## src/rtl/decimator_v2.sv

```systemverilog
// Decimator: 4-tap boxcar FIR (taps 1/4) with round-half-up, saturation to OUT_WIDTH,
// and one registered output per DEC_FACTOR accepted input samples.
module decimator_v2 #(
   parameter int IN_WIDTH   = 18,
   parameter int OUT_WIDTH  = 15,
   parameter int DEC_FACTOR = 2
) (
   input  logic                        clk,
   input  logic                        rst,
   input  logic                        in_valid,
   input  logic signed [IN_WIDTH-1:0]  xin,
   output logic                        out_valid,
   output logic signed [OUT_WIDTH-1:0] out,
   output logic                        ovf
);

   localparam int SUM_W = IN_WIDTH + 2;
   localparam int CNT_W = (DEC_FACTOR > 1) ? $clog2(DEC_FACTOR) : 1;
   localparam logic signed [SUM_W-1:0] OUT_MAX = SUM_W'((64'sd1 <<< (OUT_WIDTH - 1)) - 64'sd1);
   localparam logic signed [SUM_W-1:0] OUT_MIN = -OUT_MAX - SUM_W'(1);
   localparam logic [CNT_W-1:0]        CNT_LAST = CNT_W'(DEC_FACTOR - 1);

   // Delay line packed as {d2, d1, d0}; d0 occupies the low slice.
   logic [3*IN_WIDTH-1:0]   dly_reg;
   logic [4*IN_WIDTH-1:0]   taps;
   logic signed [SUM_W-1:0] ext [4];
   logic signed [SUM_W-1:0] sum;
   logic signed [SUM_W-1:0] rnd;
   logic signed [OUT_WIDTH-1:0] y_next;
   logic                    sat_next;
   logic [CNT_W-1:0]        cnt_reg;
   logic                    last_phase;

   assign taps = {dly_reg, xin};

   generate
      for (genvar gi = 0; gi < 4; gi++) begin : g_ext
         assign ext[gi] = {{2{taps[gi*IN_WIDTH + IN_WIDTH - 1]}}, taps[gi*IN_WIDTH +: IN_WIDTH]};
      end
   endgenerate

   assign sum = ext[0] + ext[1] + ext[2] + ext[3];
   // Adding 2 before the arithmetic shift rounds ties toward +inf.
   assign rnd = (sum + SUM_W'(2)) >>> 2;

   always_comb begin
      y_next   = rnd[OUT_WIDTH-1:0];
      sat_next = 1'b0;
      if (rnd > OUT_MAX) begin
         y_next   = OUT_MAX[OUT_WIDTH-1:0];
         sat_next = 1'b1;
      end else if (rnd < OUT_MIN) begin
         y_next   = OUT_MIN[OUT_WIDTH-1:0];
         sat_next = 1'b1;
      end
   end

   assign last_phase = (cnt_reg == CNT_LAST);

   always_ff @(posedge clk or posedge rst) begin
      if (rst) begin
         dly_reg   <= '0;
         cnt_reg   <= '0;
         out       <= '0;
         out_valid <= 1'b0;
         ovf       <= 1'b0;
      end else begin
         out_valid <= 1'b0;
         ovf       <= 1'b0;
         if (in_valid) begin
            dly_reg <= {dly_reg[2*IN_WIDTH-1:0], xin};
            if (last_phase) begin
               cnt_reg   <= '0;
               out       <= y_next;
               ovf       <= sat_next;
               out_valid <= 1'b1;
            end else begin
               cnt_reg <= cnt_reg + CNT_W'(1);
            end
         end
      end
   end

endmodule

```

## config.mk

```make
export PLATFORM = sky130hd
export DESIGN_NAME = decimator_v2
export DESIGN_NICKNAME = d
export VERILOG_FILES = /design/src/rtl/decimator_v2.sv
export SDC_FILE = /design/constraint.sdc
export NUM_CORES = 1
export LEC_CHECK = 0
export ABC_AREA = 0
export ABC_CLOCK_PERIOD_IN_PS = 3300
export CORE_MARGIN = 4
export CORE_UTILIZATION = 33
export DETAILED_ROUTE_END_ITERATION = 7
export PLACE_DENSITY = 0.57
export SLEW_MARGIN = 20
export SYNTH_ARGS = -nofsm -noshare
export SYNTH_HDL_FRONTEND = slang
export SYNTH_SLANG_ARGS = --single-unit
```

## constraint.sdc

```tcl
create_clock -name clk -period 3.3 [get_ports clk]
set_input_delay 0.66 -clock clk [delete_from_list [all_inputs] [get_ports clk]]
set_output_delay 0.66 -clock clk [all_outputs]
set_load 0.02 [all_outputs]
```

==> results of run 1 <==
## cell type report
cell class	instances	area, um2
Tap cell	176	220
Sequential cell	72	1800
Inverter	108	428
Fill cell	1282	7070
Clock inverter	6	60.1
Timing Repair Buffer	105	892
Multi-Input combinational cell	267	2760
Clock buffer	10	229
## final timing paths
check | slack [ns] | start | endpoint
max reg2reg | -0.51 | dly_reg[8] | out[11]
max | -0.54 | xin[7] | out[11]
min | 0.46 | cnt_reg | cnt_reg
max in group asynchronous | 1.93 | rst | dly_reg[31]
min reg2reg | 0.46 | cnt_reg | cnt_reg
min in group asynchronous | 0.71 | rst | dly_reg[0]
## layout by cell type, fill, tap and decap left out, types with 9 or more instances in the layout
cell type	n
fa_1	27
o21ai_0	47
a221o_2	13
dfrtp_1	72
buf_4	60
inv_2	24
ha_4	16
xnor2_1	9
inv_1	79
nand2_1	54
clkdlybuf4s50_1	18
clkbuf_16	9
fa_2	9
## Yosys cell counts (2+ instances only)
library cell / n
a21o_1: 4
a21oi_1: 12
a21oi_2: 2
a221o_2: 13
buf_6: 2
clkbuf_1: 12
dfrtp_1: 72
fa_1: 36
ha_1: 19
inv_1: 108
mux2_2: 8
nand2_1: 57
nand2b_1: 2
nand3_1: 3
nand4_1: 2
nor2_1: 11
nor3_1: 3
nor3_2: 2
nor3b_1: 2
o211ai_1: 2
o21a_1: 3
o21ai_0: 47
o21bai_1: 2
or2_2: 2
xnor2_1: 9
xor2_1: 7
## repair_timing
action / 4_1_cts / 5_1_grt
gates resized for setup: 96 / 23
setup endpoints to repair: 16 / 16
pin swaps: 59 / 31
buffers inserted: 13 / 5
gates cloned: 1 / 0
## where the power goes
part / leakage, nW / internal, mW / switching (mW)
clock: 0.138 / 0.581 / 0.380
sequential: 0.884 / 1.08 / 0.140
combinational: 1.95 / 2.09 / 1.81
## through the flow
step / TNS, ns / instance area, um2
CTS: -8.47 / 6330
floorplan: -6.49 / 4840
detailed placement: -20.88 / 5740
global route: -9.70 / 6390
finish: -7.45 / 6390
global placement: -19.61 / 5740
## layer usage
| layer | share of wire (%) | vias to the layer above |
|---|---|---|
| li1 | - | 1675 |
| met1 | 49 | 1630 |
| met2 | 46 | 40 |
| met3 | 3.3 | 9 |
| met4 | 1.5 | 0 |
| met5 | 0 | - |
## cells by family (layout without fill, tap and decap cells)
family | after synthesis | count (layout) | synth area share [%]
multiplexers | 9 | 9 | 2.18
XOR/XNOR | 17 | 17 | 3.40
flip-flops | 72 | 72 | 39.2
adder cells (fa/ha/maj) | 55 | 55 | 20.8
buffers and inverters | 123 | 229 | 10.4
AO/OA/AOI/OAI | 97 | 97 | 14.9
AND/OR/NAND/NOR | 89 | 89 | 9.19
==> results.toml, run 1 <==
[outcome]
outcome = "finished, violations left"
violations = "setup timing"

[setup_path]
cp-start-kind = "input pin"
crit_type = "input pin to flip-flop"
cp_num_buf_inv = 7
crit_family = "adder cells"
slowest_stage = "fa_1"
cp.required_ns = 3.52
cp.arrival_ns = 4.06
cp_num_cells = 18
r2r_cells = 17
cp-end-kind = "flip-flop"
path_cells = "buf_4 -> inv_8 -> fa_1 -> fa_1 -> inv_2 -> ha_4 -> nand4_1 -> buf_4 -> o22ai_4 -> nor2_4 -> nor3_4 -> nor4_4 -> buf_4 -> nor3_4 -> nor3_4 -> buf_6 -> buf_12 -> a221o_2"
cpPeakStageDelay_ns = 0.53
critical_path.max_fanout = 6

[yosys]
postSynthAreaPerCell_um2 = 9.96
ys.flop_type = "dfrtp_1"
synth_edf_count = 0
yosys.area.top_type = "dfrtp_1"
synth_top_area_share_pct = 39.2
yosysUniqueCellTypes = 46
synthArstFlopShare_pct = 100
synth_area_leaders = "dfrtp_1 39%, fa_1 16%, inv_1 8.8%, ha_1 5.2%, o21ai_0 5.1%"
syn-num-nets = 538
syn_inst = 462
netlist_area_mm2 = 0.00460
seq_area_frac_synth_pct = 39.2
synth_warnings = 0
synth-seq-cells = 72

[run]
max_cap_viol_count = 0

[die]
die_x_um = 126
core_mm2 = 0.0135
pin_count = 38
dieArea_mm2 = 0.0159
std_cell_rows = 42
start_util_pct = 34.2
die_h_um = 126

[route]
vias = 3354
detail-route-antenna-nets = 0
totalWireLength_um = 9460
drtPass1Iterations = 4
drt-wirelength-per-cell_um = 12.7
vias_per_cell = 4.51
drt_iter0_drc = 168
drc_errors = 0

[final_layout]
syn_to_final_growth_pct = 38.8
post-route-util_pct = 47.5
largest_reg_flops = 54
final_nets = 639
instances_no_fill = 744
layout-drive-gt1-share_pct = 36.4
num_antenna_cells = 0

[global_route]
top_usage_layer = "met2"
antenna_found_initial = 0
grt_use_met3_pct = 3.60
met2_usage_pct = 20.2
gr-total-overflow = 0
grt_first_pass_wirelength_um = 16500
use_met1_pct = 17.2
grt_max_degree = 103
grt_use_total_pct = 12.9
grt_pass1_vias = 3561

[place]
place_inst = 710
dp_hpwl_um = 6850
routabilityCongestion = 0.772
place_ws_ns = -1.36
io_buffers = 37

[timing]
finalSetupViolCount = 16
rsz0062_at_grt = "yes"
fmax_mhz = 260
period_share_pct = 116
slew_violations = 0
maxSlewHeadroom_pct = 40.2
finalWorstSetupSlack_ns = -0.544
whs_ns = 0.464
worst_pin_slew_ns = 0.897
finalHoldViolCount = 0
skew_ns = 0.00746
period_needed_ns = 3.84

[cts]
clockRootBuffer = "clkbuf_16"
holdBufCountCts = 0
tritoncts = "yes"
clock-sinks = 72
cts_buffers = 9
htreeDepth = 3
clk-insertion-delay-late_ns = 0.34
path_clk_slew_ns = 0.06
clk_path_buf_depth = 2

[min_path]
hold_path_class = "flip-flop to flip-flop"
min_path_cells = 1

[power_and_ir_drop]
ir_drop_uv = 365
powerDensity_mw_per_mm2 = 952
leakagePower_nw = 2.97
totalPowerFinal_mw = 6.08
Note: power is estimated with default switching activity, not from simulation.
==> run 2, diff against run 1 <==
--- a/config.mk
+++ b/config.mk
@@ -6,7 +6,6 @@
 export NUM_CORES = 1
 export LEC_CHECK = 0
 export ABC_AREA = 0
-export ABC_CLOCK_PERIOD_IN_PS = 3300
 export CORE_MARGIN = 4
 export CORE_UTILIZATION = 33
 export DETAILED_ROUTE_END_ITERATION = 7
==> results of run 2 <==
Final layout, timing and power as in run 1 (identical DEF).
==> run 3, diff against run 2 <==
--- a/config.mk
+++ b/config.mk
@@ -8,6 +8,7 @@
 export ABC_AREA = 0
 export CORE_MARGIN = 4
 export CORE_UTILIZATION = 33
+export CTS_BUF_LIST = sky130_fd_sc_hd__clkbuf_16
 export DETAILED_ROUTE_END_ITERATION = 7
 export PLACE_DENSITY = 0.57
 export SLEW_MARGIN = 20
==> run 3 against run 2 <==
Effect of this change:
- the run still ends with setup timing left
- sequential share of layout area unchanged
- register-to-register slack about the same
- core utilization unchanged
- clock skew about the same
- first-iteration DRC count up 0.60%
- cell area unchanged
- critical path depth unchanged
- total power about the same
- sequential cell count unchanged
- fmax about the same
- non-clock buffer count unchanged
==> results.toml, run 3 (synthesis gave the netlist of run 1 again) <==
[timing]
tns_ns = -7.45
finalWorstSetupSlack_ns = -0.544
finalHoldViolCount = 0
fmax_mhz = 260
period_share_pct = 116
finalSetupViolCount = 16
whs_ns = 0.464
period_needed_ns = 3.84
rsz0062_at_grt = "yes"
skew_ns = 0.00751
worst_pin_slew_ns = 0.897
maxSlewHeadroom_pct = 40.2
slew_violations = 0

[route]
drc_errors = 0
drt-wirelength-per-cell_um = 12.7
totalWireLength_um = 9460
vias = 3354
drtPass1Iterations = 4
vias_per_cell = 4.51
drt_iter0_drc = 169
detail-route-antenna-nets = 0

[final_layout]
syn_to_final_growth_pct = 38.8
final_common_cell = "inv_1"
largest_reg_flops = 54
post-route-util_pct = 47.5
final_nets = 639
layout_common_cells = "80 x inv_1, 72 x dfrtp_1, 60 x buf_4, 54 x nand2_1, 47 x o21ai_0"
fill_cells = 1282
instances_no_fill = 744
postLayoutCellArea_mm2 = 0.00639
num_antenna_cells = 0
ff_latch_area_mm2 = 0.00180
layout-drive-gt1-share_pct = 36.4
multi_input_area_mm2 = 0.00276

[setup_path]
crit_start = "xin[7]"
cpPeakStageDelay_ns = 0.53
r2r_start = "dly_reg[8]"
critical_path.max_fanout = 6
crit_type = "input pin to flip-flop"
crit_family = "adder cells"
worstReg2RegEnd = "out[11]"
path_cells = "buf_4 -> inv_8 -> fa_1 -> fa_1 -> inv_2 -> ha_4 -> nand4_1 -> buf_4 -> o22ai_4 -> nor2_4 -> nor3_4 -> nor4_4 -> buf_4 -> nor3_4 -> nor3_4 -> buf_6 -> buf_12 -> a221o_2"
r2r_cells = 17
cp-end-kind = "flip-flop"
cp.arrival_ns = 4.06
slowest_stage = "fa_1"
cp.required_ns = 3.52
cp_num_buf_inv = 7
r2r_slack_ns = -0.51
cp_num_cells = 18
endpoint = "out[11]"
cp-start-kind = "input pin"

[power_and_ir_drop]
pwr-share-comb_pct = 64.2
powerDensity_mw_per_mm2 = 951
p_sw_share_pct = 38.4
seqPwrFrac_pct = 20.1
pwr-share-clk_pct = 15.8
p_sw_mw = 2.33
internal_power_mw = 3.74
leakagePower_nw = 2.97
totalPowerFinal_mw = 6.08
ir_drop_uv = 365

[die]
dieArea_mm2 = 0.0159
pin_count = 38
die_h_um = 126
start_util_pct = 34.2
die_x_um = 126
std_cell_rows = 42
core_mm2 = 0.0135

[cts]
cts_buffers = 9
path_clk_slew_ns = 0.06
clock-sinks = 72
clk_path_buf_depth = 2
clockRootBuffer = "clkbuf_16"
tritoncts = "yes"
clk-insertion-delay-late_ns = 0.34
htreeDepth = 3

[global_route]
grt_first_pass_wirelength_um = 16500
grt_use_total_pct = 12.9
grt_max_degree = 103
antenna_found_initial = 0
grt_pass1_vias = 3561
gr-total-overflow = 0

[outcome]
violations = "setup timing"
outcome = "finished, violations left"

[place]
place_ws_ns = -1.36
io_buffers = 37
routabilityCongestion = 0.772
dp_hpwl_um = 6850
dpl_cell_area_mm2 = 0.00574
place_inst = 710

[min_path]
hold_path_class = "flip-flop to flip-flop"

[run]
max_cap_viol_count = 0
run 3: changes by cell type in the layout (fill, tap and decap cells not counted), sizes merged:
| cell | change |
|---|---|
| clkbuf | -1 |
| inv | +1 |
run 3: cell type report:
type                            instances  share of cell area [%]
Multi-Input combinational cell        267                    43.1
Sequential cell                        72                    28.2
Timing Repair Buffer                  105                    14.0
Inverter                              108                    6.70
Clock buffer                            9                    3.53
Tap cell                              176                    3.45
Clock inverter                          7                   0.999
run 3: timing repair:
item                                    CTS  global route
endpoints found under the setup margin   16            16
gates resized for setup                  96            23
pin swaps                                59            31
gates cloned                              1             0
hold buffers                              0             0
buffers inserted                         13             5
run 3: how the worst min path moves through the flow:
stage	start	end	slack, ns	cells past startpoint
floorplan	cnt_reg	cnt_reg	0.44	1
global placement	cnt_reg	cnt_reg	0.45	1
detailed placement	cnt_reg	cnt_reg	0.45	1
CTS	cnt_reg	cnt_reg	0.47	1
global route	cnt_reg	cnt_reg	0.49	1
finish	cnt_reg	cnt_reg	0.46	1
run 3: power groups by stage:
stage | logic [mW] | registers, mW | clock network [mW]
2_1_floorplan | 2.10 | 1.30 | 0
6_report | 3.90 | 1.22 | 0.958
4_1_cts | 3.86 | 1.22 | 0.993
3_5_place_dp | 3.26 | 1.23 | 0
5_1_grt | 4.28 | 1.24 | 1.03
3_3_place_gp | 3.20 | 1.23 | 0
run 3: worst reg2reg max path, stage by stage, from the launching register on:
cell and delay (ns):
dfrtp_1 0.37, inv_1 0.09, fa_1 0.44, fa_1 0.50, inv_2 0.05, ha_4 0.28
nand4_1 0.18, buf_4 0.20, o22ai_4 0.18, nor2_4 0.11, nor3_4 0.22, nor4_4 0.07
buf_4 0.14, nor3_4 0.23, nor3_4 0.07, buf_6 0.16, buf_12 0.12, a221o_2 0.30
run 3: per-layer routing:
layer  track usage (%)  vias to the layer above  routed length [um]
li1                  -                     1675                   -
met1              17.2                     1630                4640
met2              20.2                       40                4370
met3              3.60                        9                 313
met4              4.35                        0                 142
met5                 0                        -                   0
